--- src/rtl/aes_job_sequencer.sv ---
// Job sequencer in front of aes_top: accepts one key/plaintext job, launches the core, supervises
// done/fault/timeout and returns one result. Define AES_SEQ_RETRY_EN to re-launch after fault-flagged results.
module aes_job_sequencer #(
  parameter int TIMEOUT_CYCLES = 4000,
  parameter int MAX_RETRY      = 1
) (
  input  logic         clk,
  input  logic         rst,
  input  logic         in_valid,
  output logic         in_ready,
  input  logic [127:0] in_key,
  input  logic [127:0] in_pt,
  output logic         out_valid,
  input  logic         out_ready,
  output logic [127:0] out_ct,
  output logic         out_fault,
  output logic         out_timeout,
  output logic [15:0]  fault_cnt,
  output logic         aes_start,
  output logic [127:0] aes_key,
  output logic [127:0] aes_pt,
  input  logic         aes_busy,
  input  logic         aes_done,
  input  logic [127:0] aes_ct,
  input  logic         aes_fault
);

  // Handshakes: a transfer happens on a cycle where valid && ready are both 1. Once out_valid
  // rises it stays high with out_ct/out_fault/out_timeout frozen until out_ready is seen.

`ifdef AES_SEQ_RETRY_EN
  localparam bit RETRY_EN = 1'b1;
`else
  localparam bit RETRY_EN = 1'b0;
`endif

  localparam int WCNT_W = (TIMEOUT_CYCLES < 2) ? 1 : $clog2(TIMEOUT_CYCLES + 1);
  localparam int RCNT_W = (MAX_RETRY < 2) ? 1 : $clog2(MAX_RETRY + 1);

  typedef enum logic [1:0] {
    S_IDLE   = 2'd0,
    S_LAUNCH = 2'd1,
    S_WAIT   = 2'd2,
    S_RESP   = 2'd3
  } state_t;

  state_t              state;
  state_t              state_next;
  logic [WCNT_W-1:0]   wait_cnt;
  logic [RCNT_W-1:0]   retry_cnt;

  logic accept;
  logic done_qual;
  logic timeout_hit;
  logic retry_ok;
  logic do_capture;
  logic do_fault_end;
  logic do_timeout;
  logic do_retry;
  logic fault_seen;
  logic busy_unused;

  // The core's busy flag is informational only; done is the completion event.
  assign busy_unused = aes_busy;

  // The first WAIT cycle has wait_cnt == 0, so a done level left over from the previous job is ignored.
  assign done_qual   = aes_done && (wait_cnt != '0);
  assign timeout_hit = (32'(wait_cnt) >= (TIMEOUT_CYCLES - 1));
  assign retry_ok    = RETRY_EN && (32'(retry_cnt) < MAX_RETRY);

  always_comb begin
    state_next   = state;
    in_ready     = 1'b0;
    aes_start    = 1'b0;
    out_valid    = 1'b0;
    accept       = 1'b0;
    do_capture   = 1'b0;
    do_fault_end = 1'b0;
    do_timeout   = 1'b0;
    do_retry     = 1'b0;
    fault_seen   = 1'b0;
    case (state)
      S_IDLE: begin
        in_ready = 1'b1;
        if (in_valid) begin
          accept     = 1'b1;
          state_next = S_LAUNCH;
        end
      end
      S_LAUNCH: begin
        aes_start  = 1'b1;
        state_next = S_WAIT;
      end
      S_WAIT: begin
        // A qualified done wins over a timeout landing in the same cycle.
        if (done_qual) begin
          if (!aes_fault) begin
            do_capture = 1'b1;
            state_next = S_RESP;
          end else begin
            fault_seen = 1'b1;
            if (retry_ok) begin
              do_retry   = 1'b1;
              state_next = S_LAUNCH;
            end else begin
              do_fault_end = 1'b1;
              state_next   = S_RESP;
            end
          end
        end else if (timeout_hit) begin
          do_timeout = 1'b1;
          state_next = S_RESP;
        end
      end
      S_RESP: begin
        out_valid = 1'b1;
        if (out_ready) state_next = S_IDLE;
      end
      default: state_next = S_IDLE;
    endcase
  end

  always_ff @(posedge clk) begin
    if (rst) begin
      state       <= S_IDLE;
      wait_cnt    <= '0;
      retry_cnt   <= '0;
      aes_key     <= '0;
      aes_pt      <= '0;
      out_ct      <= '0;
      out_fault   <= 1'b0;
      out_timeout <= 1'b0;
      fault_cnt   <= '0;
    end else begin
      state <= state_next;

      if (accept) begin
        aes_key     <= in_key;
        aes_pt      <= in_pt;
        retry_cnt   <= '0;
        wait_cnt    <= '0;
        out_ct      <= '0;
        out_fault   <= 1'b0;
        out_timeout <= 1'b0;
      end else if (state == S_LAUNCH) begin
        wait_cnt <= '0;
      end else if (state == S_WAIT) begin
        wait_cnt <= wait_cnt + WCNT_W'(1);
      end

      if (do_retry) retry_cnt <= retry_cnt + RCNT_W'(1);

      if (fault_seen && (fault_cnt != 16'hFFFF)) fault_cnt <= fault_cnt + 16'd1;

      // Ciphertext is only released for a clean completion.
      if (do_capture) begin
        out_ct      <= aes_ct;
        out_fault   <= 1'b0;
        out_timeout <= 1'b0;
      end else if (do_fault_end) begin
        out_ct      <= '0;
        out_fault   <= 1'b1;
        out_timeout <= 1'b0;
      end else if (do_timeout) begin
        out_ct      <= '0;
        out_fault   <= 1'b0;
        out_timeout <= 1'b1;
      end
    end
  end

endmodule
--- config.mk ---
export PLATFORM = sky130hd
export DESIGN_NAME = aes_job_sequencer
export DESIGN_NICKNAME = d
export VERILOG_FILES = /design/src/rtl/aes_job_sequencer.sv
export SDC_FILE = /design/constraint.sdc
export NUM_CORES = 1
export LEC_CHECK = 0
export ABC_AREA = 1
export BUFFER_PORTS_ARGS = -buffer_cell sky130_fd_sc_hd__buf_2
export CAP_MARGIN = 20
export CORE_AREA = 2 2 312 314
export DETAILED_ROUTE_END_ITERATION = 6
export DIE_AREA = 0 0 314 316
export PLACE_DENSITY = 0.44
export SYNTH_ARGS = -nofsm -noshare
export SYNTH_HDL_FRONTEND = slang
export SYNTH_SLANG_ARGS = --single-unit
export TNS_END_PERCENT = 1
--- constraint.sdc ---
create_clock -name clk -period 2.26 [get_ports clk]
set_input_delay 0.113 -clock clk [delete_from_list [all_inputs] [get_ports clk]]
set_output_delay 0.113 -clock clk [all_outputs]
set_load 0.02 [all_outputs]
==> results of run 1 <==
-- report_power, final --
| part | switching, µW | internal [µW] | total, µW |
|---|---|---|---|
| sequential | 584 | 8560 | 9140 |
| combinational | 5380 | 3030 | 8410 |
| clock | 3370 | 4700 | 8070 |
| total | 9340 | 16300 | 25600 |
-- worst paths after layout --
check,end,depth (start not counted),slack (ps)
setup / recovery,out_ct[66],7,220
hold / removal,aes_pt[120],4,290
setup reg to reg,out_ct[66],7,220
hold reg to reg,aes_pt[99],2,480
-- cells in the mapped netlist --
master	count
buf_6	14
a21oi_2	104
dfxtp_1	416
buf_12	11
buf_1	5
nand4_2	100
nand4_4	1
o21ai_0	265
and2_1	1
a211oi_2	1
xor2_1	4
and3_1	1
clkbuf_1	79
inv_2	2
nor2_4	2
o21ba_2	1
clkinv_1	1
a21oi_1	46
clkbuf_4	1
nand4_1	32
nand2_4	3
buf_2	34
nor3_2	2
buf_4	15
nor3_1	6
xnor2_1	3
nor2_1	559
nand3_2	1
ha_1	7
nand2_1	183
o21a_1	2
nand2_2	2
inv_1	30
nand3_1	18
nand3_4	1
clkinv_2	1
-- layout make-up --
type	count	area, µm²
antenna	2	5.005
fill	10330	68420
multi-input combinational	1345	7171
sequential	416	8328
tap	1276	1597
clock buffer	76	1513
inverter	34	147.6
timing repair buffer	1255	8720
clock inverter	11	93.84
-- metal layers --
metal  vias up  wire length (µm)  part of all wire  GRT usage
li1       8774                 -                 -          -
met1      8049             29110              0.42     0.1638
met2       511             32860              0.48     0.2146
met3       146              3876             0.056    0.02742
met4         2              2772             0.040    0.05948
met5         -                10           0.00015          0
-- stage by stage --
stage | utilization | hold slack, ps | instance area, µm²
3_5_place_dp | 0.2297 | 368.2 | 22050
5_1_grt | 0.2872 | 278.0 | 27570
3_3_place_gp | 0.2297 | 361.6 | 22050
4_1_cts | 0.2872 | 227.1 | 27570
6_report | 0.2872 | 289.7 | 27570
2_1_floorplan | - | 260.2 | 16600
-- flip-flops by register name, summed over array words and instances (netlist names) --
signal,cells
wait_cnt,12
fault_cnt,16
aes_pt,128
state,2
out_fault,1
out_ct,128
out_timeout,1
aes_key,128
-- kinds of logic after synthesis --
kind of cell,count (synthesis)
flip-flops,416
buffers and inverters,193
AO/OA/AOI/OAI,419
AND/OR/NAND/NOR,912
XOR/XNOR,7
adder cells (fa/ha/maj),7
-- worst max-delay path, delay by kind of cell (launching register included) --
| family | cells | cell delay [ps] |
|---|---|---|
| adders and majority gates | 1 | 230 |
| AOI/OAI and AO/OA | 2 | 280 |
| DFF | 1 | 390 |
| and+or+nand+nor | 3 | 610 |
| buffers and inverters | 1 | 330 |
-- timing repair --
action                                 4_1_cts  5_1_grt
endpoints found under the hold margin      392        0
hold buffers                               391        0
setup endpoints to repair                    0        1
resized for setup                            0        1
==> flow_summary.json, run 1 <==
{
  "final_layout_size_suffix_gt1_frac": 0.3707,
  "htree_levels": 2,
  "clk_pin_slew_ps": 60,
  "drtPass1Iterations": 5,
  "viasPerCell": 3.960,
  "finalNonFillerCells": 4415,
  "critPathLaunch": "wait_cnt[0]",
  "p_leak_uw": 0.01185,
  "slew_headroom": 0.2570,
  "ir_drop_v": 0.0006468,
  "path_class": "reg2reg",
  "worstMarginPinSlew_ps": 1114,
  "die_w_um": 314,
  "drc": 0,
  "seq_area_frac_synth": 0.5017,
  "cp.required_ps": 2700,
  "cts_setup_buffers": 0,
  "fmax_mhz": 491.3,
  "mostFrequentLayoutCells": "buf_2, nor2_1, dfxtp_1",
  "synth_top_family_by_area": "simple AND/OR/NAND/NOR gates",
  "clock_latency_ps": 610,
  "initial_core_util": 0.1729,
  "synth-seq-cells": 416,
  "r2r-start": "wait_cnt[0]",
  "synthAdderAreaFrac": 0.005276,
  "finalHoldViolations": 0,
  "max_stage_delay_ps": 390,
  "min_period_over_period": 0.9007,
  "grt_pass1_wl_um": 101900,
  "cp_slowest_cell": "dfxtp_1",
  "worstPathArrival_ps": 2480,
  "cp_common_cell": "nand4_1",
  "min_path_type": "in2reg",
  "status": "finished clean",
  "grt_pass1_vias": 17410,
  "io_pins": 796,
  "synth_cell_types": 36,
  "wl_per_cell_um": 15.54,
  "fin_crit_ps": 2035,
  "drv_cap": 0,
  "root_buffer": "clkbuf_16",
  "fp-row-count": 114,
  "muxShareOfSynthArea": 0,
  "routed_wl_um": 68630,
  "finalSetupViolations": 0,
  "hp-start": "in_pt[120]",
  "synth.top_cell.area_share": 0.5017,
  "placed_cells_incl_taps": 3935,
  "path_cells": "ha_1 -> nand4_1 -> a21oi_2 -> nand3_4 -> buf_12 -> nand4_1 -> a21oi_1",
  "rsz0062_at_grt": "no",
  "yosys.area_share.simple": 0.2715,
  "totalPowerFinal_uw": 25620,
  "track_usage": 0.1305,
  "numPortBuffers": 794,
  "fin_nets": 3501,
  "drt_iter0_drc": 932,
  "synth.area.top_cells": "dfxtp_1, nor2_1, o21ai_0",
  "yosys_warnings": 0,
  "antenna_found_initial": 4,
  "synthCells": 1954,
  "syn_nets": 2352,
  "synth_top_area_cell": "dfxtp_1",
  "final_max_slew_viol_count": 0,
  "die_y_um": 316,
  "cp_max_fo": 25,
  "cts_tree": "yes",
  "place_worst_setup_slack_ps": 201.8,
  "area_growth_pct": 66.10,
  "synth_area_um2": 16600,
  "antenna_left": 0,
  "clock_skew_ps": 13.17,
  "cts_buffers": 51,
  "grt_max_degree": 137,
  "final_common_cell": "buf_2",
  "synth-xor-area-share": 0.003693,
  "setup_total_negative_slack_ps": 0,
  "synth_compound_area_frac": 0.1509,
  "dp_hpwl_um": 49200,
  "dr_total_vias": 17480,
  "clockBufferDepth": 3,
  "start_kind": "flop",
  "core_um2": 95990,
  "endpoint_kind": "flop",
  "cts_sinks": 416,
  "grt_overflow": 0,
  "die_area_um2": 99220,
  "gp_congestion": 0.8216,
  "layout_setup_ws_ps": 224.5,
  "avgSynthCellArea_um2": 8.496,
  "p_per_area_nw_per_um2": 929.2
}
Power figures use the tool's default switching activity.
==> inputs of run 2 (changes only) <==
RECOVER_POWER = 100   (was default)
==> run 2 against run 1 <==
  * Register-to-register slack is essentially flat
  * Hold slack improved by 1.8 ps
  * Final cell count stayed put
  * Final area down 4.0%
  * Non-clock buffer count unchanged
  * Utilization is 1.1 points lower
  * Die area did not move
  * Global-route usage unchanged
  * Combinational power is 6.8% lower
==> flow_summary.json, run 2 (synthesis results as in run 1) <==
{
  "ir_drop_v": 0.0006319,
  "cts_sinks": 416,
  "wl_per_cell_um": 15.58,
  "fin_nets": 3501,
  "slew_headroom": 0.3333,
  "place_worst_setup_slack_ps": 201.8,
  "final_layout_size_suffix_gt1_frac": 0.2164,
  "cp.required_ps": 2790,
  "reg_top3": "aes_key: 128 flops, aes_pt: 128 flops, out_ct: 128 flops",
  "fmax_mhz": 493.2,
  "drc": 0,
  "initial_core_util": 0.1729,
  "antenna_found_initial": 4,
  "drt_iter0_drc": 1026,
  "routed_wl_um": 68780,
  "finalNonFillerCells": 4415,
  "antenna_left": 0,
  "grt_pass1_vias": 17410,
  "clock_latency_ps": 610,
  "track_usage": 0.1305,
  "start_kind": "flop",
  "drtPass1Iterations": 5,
  "grt_overflow": 0,
  "status": "finished clean",
  "gp_congestion": 0.8216,
  "cts_tree": "yes",
  "design_area_um2": 26480,
  "clockBufferDepth": 3,
  "worstMarginPinSlew_ps": 1000,
  "layout_setup_ws_ps": 232.3,
  "worstPathArrival_ps": 2560,
  "die_y_um": 316,
  "dp_hpwl_um": 49200,
  "die_area_um2": 99220,
  "drv_cap": 0,
  "p_leak_uw": 0.01015,
  "rsz0062_at_grt": "no",
  "multiInputGateArea_um2": 6716,
  "grt_pass1_wl_um": 101900,
  "fill_cells": 10610,
  "root_buffer": "clkbuf_16",
  "numPortBuffers": 794,
  "min_period_over_period": 0.8972,
  "final_common_cell": "nor2_1",
  "setup_total_negative_slack_ps": 0,
  "htree_levels": 2,
  "holdWs_ps": 291.5,
  "final_max_slew_viol_count": 0,
  "endpoint_kind": "flop",
  "mostFrequentLayoutCells": "nor2_1, clkbuf_1, dfxtp_1",
  "core_um2": 95990,
  "min_path_type": "in2reg",
  "finalSetupViolations": 0,
  "placed_cells_incl_taps": 3935,
  "area_growth_pct": 59.53,
  "grt_max_degree": 137,
  "fp-row-count": 114,
  "p_per_area_nw_per_um2": 947.4,
  "io_pins": 796,
  "viasPerCell": 3.967,
  "fin_crit_ps": 2028,
  "cp_max_fo": 5,
  "die_w_um": 314,
  "dr_total_vias": 17520,
  "ff_latch_area_um2": 8328,
  "post_dp_cell_area_um2": 22050,
  "clock_skew_ps": 10.96,
  "finalHoldViolations": 0,
  "path_class": "reg2reg",
  "cts_setup_buffers": 0,
  "cts_buffers": 51,
  "clk_pin_slew_ps": 60
}
run 2: stage by stage:
| stage | power, µW | utilization |
|---|---|---|
| after detailed placement | 17220 | 0.2297 |
| after global placement | 17180 | 0.2297 |
| after CTS | 26050 | 0.2872 |
| after global routing | 26650 | 0.2759 |
| final | 25090 | 0.2759 |
| after floorplan | 14250 | - |
run 2: cell type report:
type,instances,share of cell area
multi-input cells,1345,0.2536
clock buffers,76,0.05712
inverters,34,0.005480
repair buffers,1255,0.3053
flip-flops and latches,416,0.3145
clock inverters,11,0.003543
well taps,1276,0.06028
diodes,2,0.0001890
run 2: what timing repair did:
action	in CTS	in global routing
hold endpoints to repair	392	0
gates resized for setup	0	1
hold buffers	391	0
endpoints found under the setup margin	0	1
run 2: per-layer routing:
| layer | up-vias | share of wire | GRT usage |
|---|---|---|---|
| met2 | 491 | 0.48 | 0.2146 |
| met5 | - | 0.00015 | 0 |
| met4 | 2 | 0.039 | 0.05948 |
| met3 | 137 | 0.056 | 0.02742 |
| li1 | 8788 | - | - |
| met1 | 8097 | 0.43 | 0.1638 |
run 2: critical path, stage by stage (launching register included):
cell	delay [ps]
dfxtp_1	390
ha_1	230
nand4_1	120
a21oi_2	220
inv_1	60
nand3_1	90
nand3_1	110
dlygate4sd3_1	580
a21oi_1	150
run 2: path summary, 6_finish.rpt:
check                                  from          end  slack (ps)  cells past startpoint
worst max-delay path            wait_cnt[0]     state[0]         230                      8
worst min-delay path             in_pt[120]  aes_pt[120]         290                      4
worst max register to register  wait_cnt[0]     state[0]         230                      8
worst min register to register  aes_key[79]  aes_key[79]         480                      2
run 2: power by group:
group / switching, µW / internal [µW] / total [µW]
Clock: 3370 / 4700 / 8070
Sequential: 617 / 8560 / 9180
Combinational: 5280 / 2560 / 7840
==> inputs of run 3 (changes only) <==
ABC_AREA = 0   (was 1)
CORE_AREA = 2 2 307 309   (was 2 2 312 314)
DIE_AREA = 0 0 309 311   (was 0 0 314 316)
PLACE_DENSITY = 0.42   (was 0.44)
==> run 3 against run 2 <==
  * Routed wire length down 9.6%
  * Global-route usage down 1.0 points
  * Clock power is 0.6% higher
  * Sequential power shrank 5.9%
  * Critical endpoint is now out_ct[9]
==> flow_summary.json, run 3 <==
{
  "final_layout_size_suffix_gt1_frac": 0.1882,
  "synth_area_um2": 14350,
  "worstMarginPinSlew_ps": 966.5,
  "drc": 0,
  "fmax_mhz": 451.1,
  "synth_cell_types": 45,
  "p_leak_uw": 0.009939,
  "fin_nets": 3175,
  "post_dp_cell_area_um2": 19910,
  "path_class": "reg2reg",
  "synthCells": 1585,
  "dr_total_vias": 15590,
  "hp-start": "aes_fault",
  "wl_per_cell_um": 15.28,
  "mostFrequentLayoutCells": "nand2_1, clkbuf_1, dfxtp_1",
  "clk_pin_slew_ps": 60,
  "endpoint_kind": "flop",
  "cts_buffers": 51,
  "r2r_slack_ps": 40,
  "final_common_cell": "nand2_1",
  "synth.top_cell.area_share": 0.5803,
  "synth_top_area_cell": "dfxtp_1",
  "synthArstFlopShare": 0,
  "r2r-start": "wait_cnt[0]",
  "core_um2": 92770,
  "min_path_type": "in2reg",
  "synthMostInstantiatedCell": "nand2_1",
  "critPathLaunch": "wait_cnt[0]",
  "clock_skew_ps": 18.05,
  "final_util": 0.2717,
  "synth-seq-cells": 416,
  "die_w_um": 309,
  "grt_pass1_wl_um": 91350,
  "synth_ff_type": "dfxtp_1",
  "slew_headroom": 0.3557,
  "antenna_left": 0,
  "worstPathArrival_ps": 2700,
  "clock_latency_ps": 620,
  "ir_drop_v": 0.0006504,
  "rsz0062_at_grt": "yes",
  "antenna_found_initial": 5,
  "root_buffer": "clkbuf_16",
  "cp_slowest_cell": "or4b_4",
  "multiInputGateArea_um2": 5360,
  "drv_cap": 0,
  "fill_cells": 10270,
  "p_per_area_nw_per_um2": 921.5,
  "numPortBuffers": 794,
  "synth_common_cells": "nand2_1, dfxtp_1, a21oi_1, a22o_1, clkbuf_1",
  "die_area_um2": 96100,
  "synth.area.top_cells": "dfxtp_1, nand2_1, a21oi_1",
  "syn_nets": 1983,
  "avgSynthCellArea_um2": 9.054,
  "synth_edf_count": 0,
  "reg_top3": "aes_key: 128 flops, aes_pt: 128 flops, out_ct: 128 flops",
  "gp_congestion": 0.7826,
  "design_area_um2": 25200,
  "grt_overflow": 0,
  "finalSetupViolations": 0,
  "grt_pass1_vias": 15860,
  "dp_hpwl_um": 43170,
  "max_stage_delay_ps": 490,
  "initial_core_util": 0.1547,
  "viasPerCell": 3.830,
  "status": "finished clean",
  "cts_sinks": 416,
  "fp-row-count": 112,
  "final_max_slew_viol_count": 0,
  "die_y_um": 311,
  "fin_crit_ps": 2217,
  "seq_area_frac_synth": 0.5803,
  "cp_max_fo": 66,
  "clockBufferDepth": 3,
  "cp.required_ps": 2750,
  "crit_family": "simple AND/OR/NAND/NOR gates",
  "yosys_warnings": 0,
  "htree_levels": 2,
  "drtPass1Iterations": 5,
  "path_cells": "inv_1 -> ha_1 -> or4b_4 -> or3_1 -> nand3_1 -> nor3_2 -> buf_12 -> a22o_1",
  "routed_wl_um": 62190,
  "track_usage": 0.1201,
  "ff_latch_area_um2": 8328,
  "io_pins": 796,
  "start_kind": "flop",
  "critPathBufInv": 2,
  "drt_iter0_drc": 778,
  "grt_max_degree": 154,
  "min_period_over_period": 0.9810,
  "cts_tree": "yes",
  "finalHoldViolations": 0,
  "area_growth_pct": 75.61
}
[run 3: changes by cell type after synthesis, moves of 22 or more]
cell / delta
nor2_1: -531
nand2_1: +342
o21ai_0: -261
a21oi_1: +217
a22o_1: +128
a21oi_2: -104
nand4_2: -100
nand4_1: -23
inv_1: -22
[run 3: final cells by class]
class,instances,share of cell area
timing repair buffer,1257,0.3279
inverter,8,0.001191
multi-input combinational,1043,0.2127
sequential,416,0.3304
tap,1254,0.06225
antenna,1,0.00009929
clock buffer,84,0.06116
clock inverter,8,0.004319
[run 3: per-layer routing]
metal  GRT usage  share of wire
met1      0.1304           0.39
met2      0.2188           0.50
met3     0.03262          0.071
met4     0.04733          0.031
met5           0        0.00063
[run 3: worst paths after layout]
check / to / cells after the start
hold reg to reg: aes_pt[62] / 2
setup / recovery: out_ct[9] / 8
hold / removal: out_fault / 5
setup reg to reg: out_ct[9] / 8
[run 3: logic make-up after synthesis]
family | count (synthesis) | share of synthesized area
xor gates and xnor gates | 20 | 0.01221
muxes | 3 | 0.002092
DFF | 416 | 0.5803
buffers and inverters | 126 | 0.04830
AOI/OAI and AO/OA | 414 | 0.1843
adders and majority gates | 7 | 0.006103
and+or+nand+nor | 599 | 0.1667
[run 3: metrics by stage]
stage          setup TNS (ps)  total power (µW)  setup WS [ps]  hold WS [ps]  std cells
2_1_floorplan               0             12270          125.1         233.2       1585
3_3_place_gp                0             14900          6.099         322.6       3565
3_5_place_dp                0             14900          3.413         325.7       3565
4_1_cts                     0             23850          13.62         17.27       4060
5_1_grt                 -1905             24590         -41.75         103.4       4071
6_report                    0             23220          43.02         119.1       4071
[run 3: tightest hold or removal path: stages]
cell,delay (ps)
buf_2,110
and3_1,210
o31ai_4,80
buf_12,120
a21oi_1,50
[run 3: timing repair]
item	in CTS	in global routing
resized for setup	1	9
endpoints found under the hold margin	387	0
buffers inserted	0	5
hold buffers	403	0
setup endpoints to repair	5	137
pin swaps	0	5
gates cloned	0	5
[run 3: power breakdown]
group / switching (µW) / leakage (µW) / internal (µW) / total [µW]
Combinational: 4160 / 0.00574 / 2310 / 6460
Clock: 3360 / 0.000806 / 4760 / 8120
Sequential: 440 / 0.00339 / 8200 / 8640
